[src/rtl/hex_neighbor_fetch_if.sv]
// Bundle for hex_neighbor_fetch: start/boundary control, RAM read port and
// the window output handshake. Signal prefixes are from the fetch block's
// point of view (i_ = into the block, o_ = out of the block).
// All u values and beta are signed 2.16. They travel as raw 18-bit words
// because the block never does arithmetic on them.
interface hex_neighbor_fetch_if #(
   parameter int AW = 8
) ();
   logic          i_start;
   logic [17:0]   i_beta;
   logic          o_rd_en;
   logic [AW-1:0] o_rd_addr;
   logic [17:0]   i_rd_data;
   logic [17:0]   o_u_curr;
   logic [17:0]   o_u_neighbor_0;
   logic [17:0]   o_u_neighbor_1;
   logic [17:0]   o_u_neighbor_2;
   logic [17:0]   o_u_neighbor_3;
   logic [17:0]   o_u_neighbor_4;
   logic [17:0]   o_u_neighbor_5;
   logic [AW-1:0] o_cell_addr;
   logic          o_out_valid;
   logic          i_out_ready;
   logic          o_busy;
   logic          o_done;

   // Fetch block side.
   modport slave (
      input  i_start, i_beta, i_rd_data, i_out_ready,
      output o_rd_en, o_rd_addr, o_u_curr,
             o_u_neighbor_0, o_u_neighbor_1, o_u_neighbor_2,
             o_u_neighbor_3, o_u_neighbor_4, o_u_neighbor_5,
             o_cell_addr, o_out_valid, o_busy, o_done
   );

   // Controller / RAM / consumer side.
   modport master (
      output i_start, i_beta, i_rd_data, i_out_ready,
      input  o_rd_en, o_rd_addr, o_u_curr,
             o_u_neighbor_0, o_u_neighbor_1, o_u_neighbor_2,
             o_u_neighbor_3, o_u_neighbor_4, o_u_neighbor_5,
             o_cell_addr, o_out_valid, o_busy, o_done
   );
endinterface

[src/rtl/hex_neighbor_fetch.sv]
// hex_neighbor_fetch: sweeps a GRID_H x GRID_W hex grid in raster order.
// For every cell it reads the centre and its six hex neighbours from a RAM
// with one cycle of read latency. It substitutes beta for neighbours that
// fall off the grid, then presents the 7-value window to the diffusion
// solver with a valid/ready handshake.
module hex_neighbor_fetch #(
   parameter int GRID_W = 16,
   parameter int GRID_H = 16,
   parameter int AW     = $clog2(GRID_W * GRID_H)
) (
   input  logic                clk,
   input  logic                reset,
   hex_neighbor_fetch_if.slave bus
);

   localparam int CW = $clog2(GRID_W);
   localparam int RW = $clog2(GRID_H);

   typedef enum logic [2:0] {
      S_IDLE    = 3'd0,
      S_FETCH   = 3'd1,
      S_WAIT    = 3'd2,
      S_PRESENT = 3'd3,
      S_DONE    = 3'd4
   } state_t;

   state_t          r_state;
   logic [RW-1:0]   r_row;
   logic [CW-1:0]   r_col;
   logic [2:0]      r_slot;
   logic            r_rd_en;
   logic [AW-1:0]   r_rd_addr;
   logic [AW-1:0]   r_cell_addr;
   logic            r_out_valid;
   logic            r_busy;
   logic            r_done;

   // Read-return pipeline: describes the read issued in the previous cycle.
   logic            r_cap_en;
   logic            r_cap_inb;
   logic [2:0]      r_cap_slot;
   logic [17:0]     r_win [0:6];

   logic            w_last_col;
   logic            w_last_row;
   logic            w_last_cell;
   logic [RW-1:0]   w_next_row;
   logic [CW-1:0]   w_next_col;
   logic [AW-1:0]   w_next_addr;
   logic [AW:0]     w_lookup;

   // Slot -> {in_grid, address}. Slot 0 is the centre; slots 1..6 are n0..n5
   // at offsets (-1,0) (-1,+1) (0,-1) (0,+1) (+1,-1) (+1,0). The grid does
   // not wrap, so an off-grid neighbour reports in_grid = 0.
   function automatic logic [AW:0] slot_lookup(input int row, input int col,
                                               input logic [2:0] slot);
      int v_r;
      int v_c;
      v_r = row;
      v_c = col;
      case (slot)
         3'd1:    begin v_r = row - 32'sd1; v_c = col;          end
         3'd2:    begin v_r = row - 32'sd1; v_c = col + 32'sd1; end
         3'd3:    begin v_r = row;          v_c = col - 32'sd1; end
         3'd4:    begin v_r = row;          v_c = col + 32'sd1; end
         3'd5:    begin v_r = row + 32'sd1; v_c = col - 32'sd1; end
         3'd6:    begin v_r = row + 32'sd1; v_c = col;          end
         default: begin v_r = row;          v_c = col;          end
      endcase
      if ((v_r >= 32'sd0) && (v_r < GRID_H) && (v_c >= 32'sd0) && (v_c < GRID_W)) begin
         slot_lookup = {1'b1, AW'(v_r * GRID_W + v_c)};
      end else begin
         slot_lookup = {1'b0, {AW{1'b0}}};
      end
   endfunction

   // Next raster position and the addressing of the slot after the current one.
   always_comb begin
      w_lookup   = slot_lookup(int'(r_row), int'(r_col), r_slot + 3'd1);
      w_last_col = (r_col == CW'(GRID_W - 1));
      w_last_row = (r_row == RW'(GRID_H - 1));
      w_last_cell = w_last_col && w_last_row;
      if (w_last_col) begin
         w_next_col = {CW{1'b0}};
         w_next_row = r_row + RW'(1);
      end else begin
         w_next_col = r_col + CW'(1);
         w_next_row = r_row;
      end
      w_next_addr = AW'(int'(w_next_row) * GRID_W + int'(w_next_col));
   end

   // Sweep controller. rd_en/rd_addr are registered, so each transition into
   // FETCH already sets up the centre read for slot 0.
   always_ff @(posedge clk) begin
      if (reset) begin
         r_state     <= S_IDLE;
         r_row       <= {RW{1'b0}};
         r_col       <= {CW{1'b0}};
         r_slot      <= 3'd0;
         r_rd_en     <= 1'b0;
         r_rd_addr   <= {AW{1'b0}};
         r_cell_addr <= {AW{1'b0}};
         r_out_valid <= 1'b0;
         r_busy      <= 1'b0;
         r_done      <= 1'b0;
      end else begin
         case (r_state)
            S_IDLE: begin
               r_out_valid <= 1'b0;
               r_done      <= 1'b0;
               if (bus.i_start) begin
                  r_state     <= S_FETCH;
                  r_row       <= {RW{1'b0}};
                  r_col       <= {CW{1'b0}};
                  r_slot      <= 3'd0;
                  r_rd_en     <= 1'b1;
                  r_rd_addr   <= {AW{1'b0}};
                  r_cell_addr <= {AW{1'b0}};
                  r_busy      <= 1'b1;
               end else begin
                  r_rd_en <= 1'b0;
                  r_busy  <= 1'b0;
               end
            end
            S_FETCH: begin
               if (r_slot == 3'd6) begin
                  r_state <= S_WAIT;
                  r_rd_en <= 1'b0;
               end else begin
                  r_slot    <= r_slot + 3'd1;
                  r_rd_en   <= w_lookup[AW];
                  r_rd_addr <= w_lookup[AW-1:0];
               end
            end
            S_WAIT: begin
               // Slot 6 data lands this cycle; the window is complete next cycle.
               r_state     <= S_PRESENT;
               r_out_valid <= 1'b1;
            end
            S_PRESENT: begin
               if (bus.i_out_ready) begin
                  r_out_valid <= 1'b0;
                  if (w_last_cell) begin
                     r_state <= S_DONE;
                     r_busy  <= 1'b0;
                     r_done  <= 1'b1;
                  end else begin
                     r_state     <= S_FETCH;
                     r_row       <= w_next_row;
                     r_col       <= w_next_col;
                     r_slot      <= 3'd0;
                     r_rd_en     <= 1'b1;
                     r_rd_addr   <= w_next_addr;
                     r_cell_addr <= w_next_addr;
                  end
               end else begin
                  r_out_valid <= 1'b1;
               end
            end
            S_DONE: begin
               r_done  <= 1'b0;
               r_state <= S_IDLE;
            end
            default: begin
               r_state     <= S_IDLE;
               r_rd_en     <= 1'b0;
               r_out_valid <= 1'b0;
               r_busy      <= 1'b0;
               r_done      <= 1'b0;
            end
         endcase
      end
   end

   // Capture returning read data (or beta for off-grid slots) into the window
   // register of the slot that issued the read one cycle earlier.
   always_ff @(posedge clk) begin
      if (reset) begin
         r_cap_en   <= 1'b0;
         r_cap_inb  <= 1'b0;
         r_cap_slot <= 3'd0;
         for (int i = 0; i < 7; i++) begin
            r_win[i] <= 18'd0;
         end
      end else begin
         r_cap_en   <= (r_state == S_FETCH);
         r_cap_inb  <= r_rd_en;
         r_cap_slot <= r_slot;
         if (r_cap_en) begin
            if (r_cap_inb) begin
               r_win[r_cap_slot] <= bus.i_rd_data;
            end else begin
               r_win[r_cap_slot] <= bus.i_beta;
            end
         end
      end
   end

   assign bus.o_rd_en        = r_rd_en;
   assign bus.o_rd_addr      = r_rd_addr;
   assign bus.o_cell_addr    = r_cell_addr;
   assign bus.o_out_valid    = r_out_valid;
   assign bus.o_busy         = r_busy;
   assign bus.o_done         = r_done;
   assign bus.o_u_curr       = r_win[0];
   assign bus.o_u_neighbor_0 = r_win[1];
   assign bus.o_u_neighbor_1 = r_win[2];
   assign bus.o_u_neighbor_2 = r_win[3];
   assign bus.o_u_neighbor_3 = r_win[4];
   assign bus.o_u_neighbor_4 = r_win[5];
   assign bus.o_u_neighbor_5 = r_win[6];

endmodule

[src/flat_wrapper.sv]
// flat-port wrapper written by rule: the top's interface ports become plain ports
module hex_neighbor_fetch_flat 
#(
   parameter int GRID_W = 16,
   parameter int GRID_H = 16,
   parameter int AW     = $clog2(GRID_W * GRID_H)
)
  (clk, reset, bus_i_start, bus_i_beta, bus_i_rd_data, bus_i_out_ready, bus_o_rd_en, bus_o_rd_addr, bus_o_u_curr, bus_o_u_neighbor_0, bus_o_u_neighbor_1, bus_o_u_neighbor_2, bus_o_u_neighbor_3, bus_o_u_neighbor_4, bus_o_u_neighbor_5, bus_o_cell_addr, bus_o_out_valid, bus_o_busy, bus_o_done);
  hex_neighbor_fetch_if #(.AW(AW)) bus_i ();
  input  logic clk;
  input  logic reset;
  input wire logic [$bits(bus_i.i_start)-1:0] bus_i_start;
  input wire logic [$bits(bus_i.i_beta)-1:0] bus_i_beta;
  input wire logic [$bits(bus_i.i_rd_data)-1:0] bus_i_rd_data;
  input wire logic [$bits(bus_i.i_out_ready)-1:0] bus_i_out_ready;
  output wire logic [$bits(bus_i.o_rd_en)-1:0] bus_o_rd_en;
  output wire logic [$bits(bus_i.o_rd_addr)-1:0] bus_o_rd_addr;
  output wire logic [$bits(bus_i.o_u_curr)-1:0] bus_o_u_curr;
  output wire logic [$bits(bus_i.o_u_neighbor_0)-1:0] bus_o_u_neighbor_0;
  output wire logic [$bits(bus_i.o_u_neighbor_1)-1:0] bus_o_u_neighbor_1;
  output wire logic [$bits(bus_i.o_u_neighbor_2)-1:0] bus_o_u_neighbor_2;
  output wire logic [$bits(bus_i.o_u_neighbor_3)-1:0] bus_o_u_neighbor_3;
  output wire logic [$bits(bus_i.o_u_neighbor_4)-1:0] bus_o_u_neighbor_4;
  output wire logic [$bits(bus_i.o_u_neighbor_5)-1:0] bus_o_u_neighbor_5;
  output wire logic [$bits(bus_i.o_cell_addr)-1:0] bus_o_cell_addr;
  output wire logic [$bits(bus_i.o_out_valid)-1:0] bus_o_out_valid;
  output wire logic [$bits(bus_i.o_busy)-1:0] bus_o_busy;
  output wire logic [$bits(bus_i.o_done)-1:0] bus_o_done;
  assign bus_i.i_start = bus_i_start;
  assign bus_i.i_beta = bus_i_beta;
  assign bus_i.i_rd_data = bus_i_rd_data;
  assign bus_i.i_out_ready = bus_i_out_ready;
  assign bus_o_rd_en = bus_i.o_rd_en;
  assign bus_o_rd_addr = bus_i.o_rd_addr;
  assign bus_o_u_curr = bus_i.o_u_curr;
  assign bus_o_u_neighbor_0 = bus_i.o_u_neighbor_0;
  assign bus_o_u_neighbor_1 = bus_i.o_u_neighbor_1;
  assign bus_o_u_neighbor_2 = bus_i.o_u_neighbor_2;
  assign bus_o_u_neighbor_3 = bus_i.o_u_neighbor_3;
  assign bus_o_u_neighbor_4 = bus_i.o_u_neighbor_4;
  assign bus_o_u_neighbor_5 = bus_i.o_u_neighbor_5;
  assign bus_o_cell_addr = bus_i.o_cell_addr;
  assign bus_o_out_valid = bus_i.o_out_valid;
  assign bus_o_busy = bus_i.o_busy;
  assign bus_o_done = bus_i.o_done;
  hex_neighbor_fetch #(.GRID_W(GRID_W), .GRID_H(GRID_H), .AW(AW)) u_core (.clk(clk), .reset(reset), .bus(bus_i));
endmodule
[config.mk]
export PLATFORM = sky130hd
export DESIGN_NAME = hex_neighbor_fetch_flat
export DESIGN_NICKNAME = d
export VERILOG_FILES = /design/src/rtl/hex_neighbor_fetch_if.sv /design/src/rtl/hex_neighbor_fetch.sv /design/src/flat_wrapper.sv
export SDC_FILE = /design/constraint.sdc
export NUM_CORES = 1
export LEC_CHECK = 0
export BUFFER_PORTS_ARGS = -buffer_cell sky130_fd_sc_hd__buf_4
export CAP_MARGIN = 10
export CORE_MARGIN = 2
export CORE_UTILIZATION = 47
export CTS_BUF_LIST = sky130_fd_sc_hd__clkbuf_16
export DETAILED_ROUTE_END_ITERATION = 10
export GPL_TIMING_DRIVEN = 0
export HOLD_SLACK_MARGIN = 0.15
export PLACE_DENSITY = 0.76
export REMOVE_ABC_BUFFERS = 1
export SLEW_MARGIN = 30
export SYNTH_ARGS = -nofsm -noshare
export SYNTH_HDL_FRONTEND = slang
export SYNTH_SLANG_ARGS = --single-unit
[constraint.sdc]
create_clock -name clk -period 2.7 [get_ports clk]
set_input_delay 0.54 -clock clk [delete_from_list [all_inputs] [get_ports clk]]
set_output_delay 0.54 -clock clk [all_outputs]
set_load 0.05 [all_outputs]
==> results by group, run 1 <==
Power and ir drop
  • Power per Cell Area: around 630 nW/um^2
  • LEAKAGE: 3.76 nW
  • Peak VDD IR: 428 uV

STA
  • Final worst slack: -0.0851 ns
  • Period utilization: 103%
  • Endpoints failing setup: 37
  • Max Clock Freq: 359 MHz
  • Final min period: about 2.8 ns
  • Worst rel slew slack: 39.2%
  • Hold Fails Final Rpt: 0
  • Max Slew Vio Count: 0
  • RSZ-0062 raised after global routing: yes
  • Max Clock Skew: 0.00980 ns
  • Worst Tran Pin Value: 0.905 ns

Clocking
  • Clock sink count: approximately 160
  • Worst-Skew Late Latency: 0.42 ns
  • CTS tree: built
  • H-tree levels: 4
  • Clk buf depth: 2
  • Root Driver: clkbuf_16
  • Worst-path clk slew: 0.06 ns
  • CTS Buf Count: 17
  • Hold-fix buffers at CTS: 0

Setup path
  • Critical path endpoint category: flip-flop
  • Critical Path Fanout Max: 6
  • Crit start category: flip-flop
  • Setup CP Type: flip-flop to flip-flop
  • Crit path required time: 3.04 ns
  • Worst EP arrival: 3.12 ns

Global route
  • Largest net degree at the start of global routing: 55
  • First-pass GRT wire length: 27000 um
  • Number of global-route vias before repair: about 5000
  • GRT overflow: 0
  • Initial antenna violation count: 0
  • GRT Total Usage: a little under a quarter

Final layout
  • Final non-filler cell total: 969
  • Sequential cell area: 4240 um^2
  • Most common cell after layout, fill and taps aside: buf_4
  • Diodes inserted: 0
  • Final #Nets: 828
  • Area grow syn2layout: 36.5%
  • Fillers: 1049
  • Commonest non-fill, non-tap cells in the layout: 199 x buf_4, 143 x nor2_1, 108 x edfxtp_1
  • Multi-input logic area: 2450 um^2
  • Final instance area: approximately 9100 um^2
  • Share of cells above drive strength 1: 36.0%

Placement
  • DP Cell Count: 921
  • Buffers on Ports: 185
  • Detail Placement HPWL: 12100 um
  • DP Area: 8220 um^2
  • Routability cong.: 0.843

Synth
  • Library cells used by synthesis: 57
  • Seq cells post-synth: roughly 160
  • Post-Synth Adder-Cell Area: 2.35%
  • Sequential-to-total area share from yosys stat: between 60% and 70%
  • Mapped cell area: approximately 6700 um^2
  • Dominant synthesized flop cell: edfxtp_1
  • Post-synthesis mux area share: 4.91%
  • Main combinational cell family by area after synthesis: simple AND/OR/NAND/NOR gates
  • Post-Synth Simple-Gate Area: 16.3%
  • Syn. warnings: 0
  • Post-synth EDFFs: 108
  • Synth Area in XOR/XNOR: roughly 1.6%
  • Asr flop ratio synth: 0%
  • Gate count after technology mapping: 586
  • Avg Cell Area, Syn: roughly 11 um^2
  • Complex-gate fraction of the synthesized area: 8.35%

Floorplan
  • Boundary Pins: 186
  • Starting Density: 48.3%
  • Die area: 15200 um^2
  • # rows: between 40 and 50
  • Die Width: around 120 um
  • Height of the die: 123 um
  • Core footprint: ~14000 um^2

Run
  • Max-cap viol count: 0

Routing
  • Via/cell ratio: 5.48
  • Iteration-0 DRC Markers: 437
  • Routed wire per std cell: 18.9 um
  • Routed Antenna Nets: 0
  • DRC: 0
  • Routed wire length: 18300 um
  • Routed vias: 5311
  • Initial DRT Pass Iterations: 7

Run status
  • Violated checks: negative setup slack
  • Status: finished, violations left

Min path
  • Min-Delay Path Class: primary input to flip-flop
==> logic make-up (layout without fill, tap and decap cells) <==
group                    Yosys count  after routing
buffers and inverters             60            262
AND/OR/NAND/NOR                  238            239
AO/OA/AOI/OAI                     76             76
adder cells (fa/ha/maj)           12             12
flip-flops                       157            157
multiplexers                      32             32
XOR/XNOR                          11             11
==> layer usage <==
| metal | GRT usage, % | share of wire (%) |
|---|---|---|
| met5 | 0 | 0 |
| met4 | 8.45 | 1.9 |
| met3 | 5.12 | 7.8 |
| met2 | 41.6 | 52 |
| met1 | 29.6 | 38 |
==> through the flow <==
step / util, % / setup TNS (ns) / worst slack [ns] / power (mW) / hold WS [ns]
6_report: 65.9 / -1.12 / -0.0851 / 5.80 / 0.413
5_1_grt: 65.9 / -6.02 / -0.237 / 5.96 / 0.413
4_1_cts: 64.4 / -3.54 / -0.243 / 5.80 / 0.393
3_5_place_dp: 59.2 / -79.02 / -0.934 / 3.42 / 0.474
3_3_place_gp: 59.0 / -292.69 / -2.39 / 3.40 / 0.476
2_1_floorplan: - / -12.19 / -0.544 / 3.16 / 0.486
==> report_power, final <==
| group | internal [mW] | total (mW) | switching (mW) |
|---|---|---|---|
| Clock | 1.45 | 2.40 | 0.946 |
| Combinational | 0.222 | 0.707 | 0.485 |
| Sequential | 2.64 | 2.69 | 0.0468 |
| Total | 4.32 | 5.80 | 1.48 |
==> sequential cells by signal (all words and copies together), names as in the netlist, 3 cells and up <==
signal and flops:
u_core.r_win 126, u_core.bus.o_rd_addr 8, u_core.bus.o_cell_addr 7, u_core.r_cap_slot 3, u_core.r_slot 3, u_core.r_state 3
==> area by class of cell <==
| class | count | share of cell area (%) |
|---|---|---|
| sequential | 157 | 46.3 |
| timing repair buffer | 201 | 16.6 |
| multi-input combinational | 370 | 26.8 |
| clock inverter | 15 | 1.89 |
| inverter | 29 | 1.23 |
| tap | 180 | 2.46 |
| clock buffer | 17 | 4.65 |
==> worst paths after layout <==
path,start,end,slack [ns],cells past startpoint
setup / recovery,u_core.r_slot[1],u_core.bus.o_rd_addr[7],-0.09,11
hold / removal,bus_i_out_ready,u_core.r_state[1],0.41,2
setup reg to reg,u_core.r_slot[1],u_core.bus.o_rd_addr[7],-0.09,11
hold reg to reg,u_core.bus.o_rd_en,u_core.r_cap_inb,0.48,1
==> repair_timing <==
item	in CTS	in global routing
buffers inserted	4	11
resized for setup	21	26
endpoints found under the setup margin	96	51
pin swaps	1	12
gates cloned	1	0
==> synthesized netlist by cell type (all sizes together), types with 6 or more instances <==
cell / number / area, um^2
ha: 11 / 138
nor2: 145 / 544
nand2: 16 / 60.1
a21oi: 9 / 45.0
nor2b: 6 / 37.5
clkbuf: 26 / 97.6
inv: 29 / 109
nor3: 8 / 40.0
edfxtp: 108 / 3240
nand2b: 27 / 169
a211oi: 27 / 208
dfxtp: 49 / 981
o21ai: 16 / 87.6
mux2i: 28 / 280
xnor2: 6 / 60.1
or2: 6 / 37.5
nand3: 9 / 45.0
==> worst max-delay path: stages (launching register included) <==
cell and delay, ns:
dfxtp_2 0.40, inv_1 0.12, ha_1 0.33, a21boi_2 0.27, nor3_4 0.08, or2_4 0.27
ha_4 0.17, and3_4 0.18, or3_4 0.37, a211oi_2 0.19, o21ai_1 0.09, a211oi_2 0.24
(Power assumes the default switching activity.)
==> run 2, diff against run 1 <==
- CORE_UTILIZATION: 47 -> 49
- CTS_BUF_LIST: sky130_fd_sc_hd__clkbuf_16 -> sky130_fd_sc_hd__clkbuf_8
- PLACE_DENSITY: 0.76 -> 0.79
==> results by group, run 2 (synthesized netlist as in run 1, its figures left out) <==
STA
  • Max Slew Vio Count: 0 (unchanged)
  • RSZ-0062 raised after global routing: yes
  • Endpoints failing setup: 1 (-97%)
  • Final min period: 2.74 ns (-0.0467 ns)
  • Max Clock Skew: 0.0117 ns (+0.00188 ns)
  • Period utilization: 101% (-1.7 points)
  • Max Clock Freq: 365 MHz (+1.7%)
  • Setup TNS: -0.0383 ns (+1.08 ns)
  • Hold Fails Final Rpt: 0 (unchanged)
  • Worst rel slew slack: 50.0% (+11 points)
  • Final worst slack: -0.0383 ns (+0.0467 ns)
  • Worst Tran Pin Value: 0.750 ns (-0.155 ns)

Power and ir drop
  • Power per Cell Area: 574 nW/um^2 (-9.5%)
  • Net Sw Frac: 28.1% (+2.6 points)
  • Design Power: 5.15 mW (-11%)
  • Peak VDD IR: 288 uV (-33%)
  • Reg power frac: 52.1% (+5.7 points)
  • LEAKAGE: 3.68 nW (-2.1%)
  • Clock share of power: 34.0% (-7.4 points)
  • Gate power share: 13.9% (+1.7 points)
  • Pint: 3.70 mW (-14%)
  • Psw: 1.45 mW (-2.1%)

Floorplan
  • # rows: 42 (-2.3%)
  • Starting Density: 50.4% (+2.1 points)
  • Die Width: 121 um (-2.0%)
  • Core footprint: 13300 um^2 (-4.2%)
  • Boundary Pins: 186 (unchanged)
  • Die area: 14600 um^2 (-3.9%)
  • Height of the die: 121 um (-2.0%)

Setup path
  • Worst path depth: 11 (unchanged)
  • Critical Path Fanout Max: 5 (-1)
  • R2r worst-path depth: 11 (unchanged)
  • Worst path buffer plus inverter count: 2 (+1)
  • CP max stage cell: dfxtp_4
  • Critical path endpoint category: flip-flop
  • Setup CP Type: flip-flop to flip-flop
  • Worst EP arrival: 3.11 ns (about the same)
  • Top cell family by delay on the critical path: simple AND/OR/NAND/NOR gates
  • Crit start category: flip-flop
  • Slowest cell delay on critical path: 0.39 ns (about the same)
  • Crit path required time: 3.08 ns (+0.04 ns)
  • CP cell instances: clkinvlp_4 > ha_4 > nor4bb_2 > mux2_4 > buf_6 > ha_1 > and3_4 > or3_4 > a211oi_2 > o21ai_1 > a211oi_1

Placement
  • DP Area: 8200 um^2 (-0.23%)
  • Buffers on Ports: 185 (unchanged)
  • DP Cell Count: 916 (-0.54%)
  • Routability cong.: 0.836 (-0.85%)
  • Detail Placement HPWL: 12100 um (about the same)

Final layout
  • Fin util: 67.5% (+1.6 points)
  • Final non-filler cell total: 968 (-0.10%)
  • Most common cell after layout, fill and taps aside: buf_4
  • Area grow syn2layout: 34.0%
  • Share of cells above drive strength 1: 37.0% (+1.0 points)
  • Max reg flops: 126 (unchanged)
  • Biggest register: u_core.r_win
  • Commonest non-fill, non-tap cells in the layout: 202 x buf_4, 144 x nor2_1, 108 x edfxtp_1
  • Diodes inserted: 0 (unchanged)
  • Final #Nets: 831 (+0.36%)
  • Final instance area: 8980 um^2 (-1.8%)

Clocking
  • Root Driver: clkbuf_8
  • Clk buf depth: 2 (unchanged)
  • CTS tree: built
  • Worst-path clk slew: 0.08 ns (+0.02 ns)
  • Worst-Skew Late Latency: 0.46 ns (+0.04 ns)
  • CTS Buf Count: 17 (unchanged)
  • H-tree levels: 4 (unchanged)
  • Clock sink count: 157 (unchanged)

Routing
  • Via/cell ratio: 5.49 (+0.20%)
  • Routed wire per std cell: 18.9 um (about the same)
  • Routed wire length: 18300 um (about the same)
  • Initial DRT Pass Iterations: 7 (unchanged)
  • Routed vias: 5316 (+0.094%)
  • Iteration-0 DRC Markers: 500 (+14%)
  • Routed Antenna Nets: 0 (unchanged)
  • DRC: 0 (unchanged)

Global route
  • Number of global-route vias before repair: 5204 (+4.9%)
  • Initial antenna violation count: 0 (unchanged)
  • GRT overflow: 0 (unchanged)
  • First-pass GRT wire length: 27400 um (+1.5%)
  • GRT Total Usage: 24.8% (+0.85 points)
  • Largest net degree at the start of global routing: 54 (-1.8%)

Run status
  • Status: finished, violations left
  • Violated checks: negative setup slack

Min path
  • Worst Hold Depth: 2 (unchanged)
  • Min-Delay Path Class: primary input to flip-flop

Run
  • Max-cap viol count: 0 (unchanged)
run 2: changes by cell type in the layout (fill, tap and decap cells not counted), moves of 3 or more:
| cell | before | now |
|---|---|---|
| clkbuf_16 | 17 | 0 |
| clkbuf_8 | 0 | 17 |
| buf_4 | 199 | 202 |
| clkinvlp_4 | 2 | 5 |
| inv_6 | 1 | 4 |
run 2: power groups by stage:
stage | clock (mW) | sequential (mW) | combinational [mW]
finish | 1.75 | 2.68 | 0.717
global route | 1.85 | 2.69 | 0.749
CTS | 1.76 | 2.68 | 0.701
detailed placement | 0 | 2.74 | 0.672
global placement | 0 | 2.74 | 0.661
floorplan | 0 | 3.00 | 0.162
run 2: worst paths after layout:
path	startpoint	to	slack, ns
worst min register to register	u_core.bus.o_rd_en	u_core.r_cap_inb	0.49
worst max-delay path	u_core.r_slot[0]	u_core.bus.o_rd_addr[7]	-0.04
worst max register to register	u_core.r_slot[0]	u_core.bus.o_rd_addr[7]	-0.04
worst min-delay path	bus_i_out_ready	u_core.r_state[1]	0.36
run 2: through the flow:
step | hold slack [ns] | worst slack [ns]
2_1_floorplan | 0.486 | -0.544
3_3_place_gp | 0.482 | -2.43
3_5_place_dp | 0.473 | -1.27
4_1_cts | 0.336 | -0.0525
5_1_grt | 0.359 | -0.163
6_report | 0.361 | -0.0383
run 2: final cells by class:
type	instances	area [um^2]
multi-input combinational	370	2460
inverter	29	113
clock buffer	17	234
tap	176	220
sequential	157	4240
fill	966	4320
clock inverter	15	163
timing repair buffer	204	1540
run 2: layer usage:
| metal | global-route usage (%) | vias up | wire length [um] |
|---|---|---|---|
| met5 | 0 | - | 0 |
| met3 | 6.25 | 49 | 1520 |
| li1 | - | 2452 | - |
| met4 | 12.6 | 0 | 671 |
| met1 | 29.3 | 2528 | 7050 |
| met2 | 42.0 | 287 | 9090 |
run 2: repair_timing:
| item | 4_1_cts | 5_1_grt |
|---|---|---|
| setup endpoints to repair | 80 | 93 |
| setup buffers | 15 | 4 |
| pin swaps | 9 | 3 |
| hold buffers | 0 | 0 |
| gates resized for setup | 41 | 13 |
| cloned | 0 | 1 |
==> run 3, diff against run 2 <==
- SKIP_LAST_GASP: default -> 1
==> results by group, run 3 (synthesized netlist as in run 1, its figures left out) <==
Routing
  • DRC: 0 (unchanged)
  • Routed wire length: 18200 um (-0.85%)
  • Iteration-0 DRC Markers: 430 (-14%)
  • Initial DRT Pass Iterations: 5 (-2)
  • Routed vias: 5328 (+0.23%)
  • Routed wire per std cell: 18.8 um (-0.54%)
  • Via/cell ratio: 5.52 (+0.54%)
  • Routed Antenna Nets: 0 (unchanged)

Floorplan
  • # rows: 42 (unchanged)
  • Die area: 14600 um^2 (unchanged)
  • Boundary Pins: 186 (unchanged)
  • Starting Density: 50.4% (unchanged)
  • Core footprint: 13300 um^2 (unchanged)
  • Die Width: 121 um (unchanged)
  • Height of the die: 121 um (unchanged)

Global route
  • Largest net degree at the start of global routing: 54 (unchanged)
  • First-pass GRT wire length: 27400 um (about the same)
  • Number of global-route vias before repair: 5240 (+0.69%)
  • GRT overflow: 0 (unchanged)
  • GRT Total Usage: 24.8% (-0.031 points)
  • Initial antenna violation count: 0 (unchanged)

Power and ir drop
  • Power per Cell Area: 573 nW/um^2 (-0.11%)
  • LEAKAGE: 3.66 nW (-0.39%)
  • Peak VDD IR: 290 uV (+0.86%)

Setup path
  • Critical path endpoint category: flip-flop
  • Crit start category: flip-flop
  • Setup CP Type: flip-flop to flip-flop
  • RR Startpoint: u_core.r_slot[0]
  • Reg-to-reg endpoint: u_core.bus.o_rd_addr[7]
  • Critical Path Fanout Max: 5 (unchanged)
  • CP endpoint: u_core.bus.o_rd_addr[7]
  • Flop2flop setup slack: -0.06 ns (-0.02 ns)
  • Crit path launch: u_core.r_slot[0]
  • R2r worst-path depth: 11 (unchanged)
  • Crit path required time: 3.06 ns (-0.02 ns)
  • Worst EP arrival: 3.13 ns (+0.02 ns)

STA
  • Worst Tran Pin Value: 0.744 ns (-0.00593 ns)
  • Worst rel slew slack: 50.4% (+0.40 points)
  • Max Clock Freq: 362 MHz (-0.85%)
  • Max Slew Vio Count: 0 (unchanged)
  • Final min period: 2.76 ns (+0.0235 ns)
  • Endpoints failing setup: 1 (unchanged)
  • Worst Hold Slack: 0.379 ns (+0.0181 ns)
  • Final worst slack: -0.0618 ns (-0.0235 ns)
  • Max Clock Skew: 0.0136 ns (+0.00191 ns)
  • RSZ-0062 raised after global routing: yes
  • Period utilization: 102% (+0.87 points)
  • Hold Fails Final Rpt: 0 (unchanged)

Run status
  • Violated checks: negative setup slack
  • Status: finished, violations left

Placement
  • Routability cong.: 0.836 (unchanged)
  • Detail Placement HPWL: 12100 um (unchanged)
  • DP Area: 8200 um^2 (unchanged)
  • Buffers on Ports: 185 (unchanged)

Clocking
  • Clock sink count: 157 (unchanged)
  • Hold-fix buffers at CTS: 0 (unchanged)
  • H-tree levels: 4 (unchanged)
  • Worst-path clk slew: 0.08 ns (about the same)
  • Root Driver: clkbuf_8
  • Clk buf depth: 2 (unchanged)
  • CTS tree: built
  • CTS Buf Count: 17 (unchanged)
  • Worst-Skew Late Latency: 0.45 ns (about the same)

Final layout
  • Multi-input logic area: 2470 um^2 (+0.10%)
  • Max reg flops: 126 (unchanged)
  • Commonest non-fill, non-tap cells in the layout: 199 x buf_4, 143 x nor2_1, 108 x edfxtp_1
  • Share of cells above drive strength 1: 37.0% (about the same)
  • Diodes inserted: 0 (unchanged)
  • Fin util: 67.4% (-0.16 points)
  • Sequential cell area: 4240 um^2 (about the same)
  • Area grow syn2layout: 33.7%
  • Fillers: 965 (-0.10%)
  • Final #Nets: 828 (-0.36%)
  • Final instance area: 8950 um^2 (-0.24%)
  • Most common cell after layout, fill and taps aside: buf_4
  • Biggest register: u_core.r_win

Min path
  • Hold path start: bus_i_out_ready
  • Min-Delay Path Class: primary input to flip-flop

Run
  • Max-cap viol count: 0 (unchanged)
[run 3: how the worst min path moves through the flow]
| stage | to | slack [ns] | cells past startpoint |
|---|---|---|---|
| 2_1_floorplan | u_core.r_cap_slot[1] | 0.49 | 2 |
| 6_report | u_core.r_state[1] | 0.38 | 2 |
| 4_1_cts | u_core.r_state[1] | 0.34 | 2 |
| 5_1_grt | u_core.r_state[1] | 0.36 | 2 |
| 3_5_place_dp | u_core.r_cap_inb | 0.47 | 1 |
| 3_3_place_gp | u_core.bus.o_rd_addr[6] | 0.48 | 2 |
[run 3: through the flow]
stage	TNS, ns	power (mW)	cells	setup WS, ns
6_report	-0.0618	5.13	965	-0.0618
3_3_place_gp	-286.94	3.40	916	-2.43
3_5_place_dp	-84.93	3.41	916	-1.27
2_1_floorplan	-12.19	3.16	555	-0.544
4_1_cts	-11.55	5.14	963	-0.341
5_1_grt	-0.157	5.28	965	-0.157
[run 3: power breakdown]
part / total (mW) / internal [mW] / switching (mW)
combinational: 0.710 / 0.223 / 0.486
sequential: 2.68 / 2.64 / 0.0449
clock: 1.74 / 0.835 / 0.902
[run 3: layout make-up]
type	instances	share of cell area, %
inverter	29	1.26
tap	176	2.46
sequential	157	47.4
timing repair buffer	201	16.9
multi-input combinational	370	27.6
clock inverter	15	1.82
clock buffer	17	2.61
[run 3: layer usage]
layer  vias to the layer above  GRT usage (%)  part of all wire, %
li1                       2447              -                    -
met1                      2526           29.3                   37
met2                       306           41.6                   50
met3                        49           6.72                  9.3
met4                         0           12.5                  3.7
met5                         -              0                    0
[run 3: repair_timing]
action / 4_1_cts / 5_1_grt
endpoints found under the setup margin: 80 / 93
pin swaps: 9 / 3
gates cloned: 0 / 1
buffers inserted: 15 / 1
resized for setup: 36 / 18
[run 3: critical path, stage by stage (launching register included)]
cell	delay [ns]
dfxtp_4	0.39
clkinvlp_4	0.15
ha_4	0.20
nor4bb_2	0.17
mux2_4	0.30
buf_6	0.15
ha_1	0.30
and3_4	0.18
or3_4	0.37
a211oi_2	0.19
o21ai_1	0.08
a211oi_1	0.21
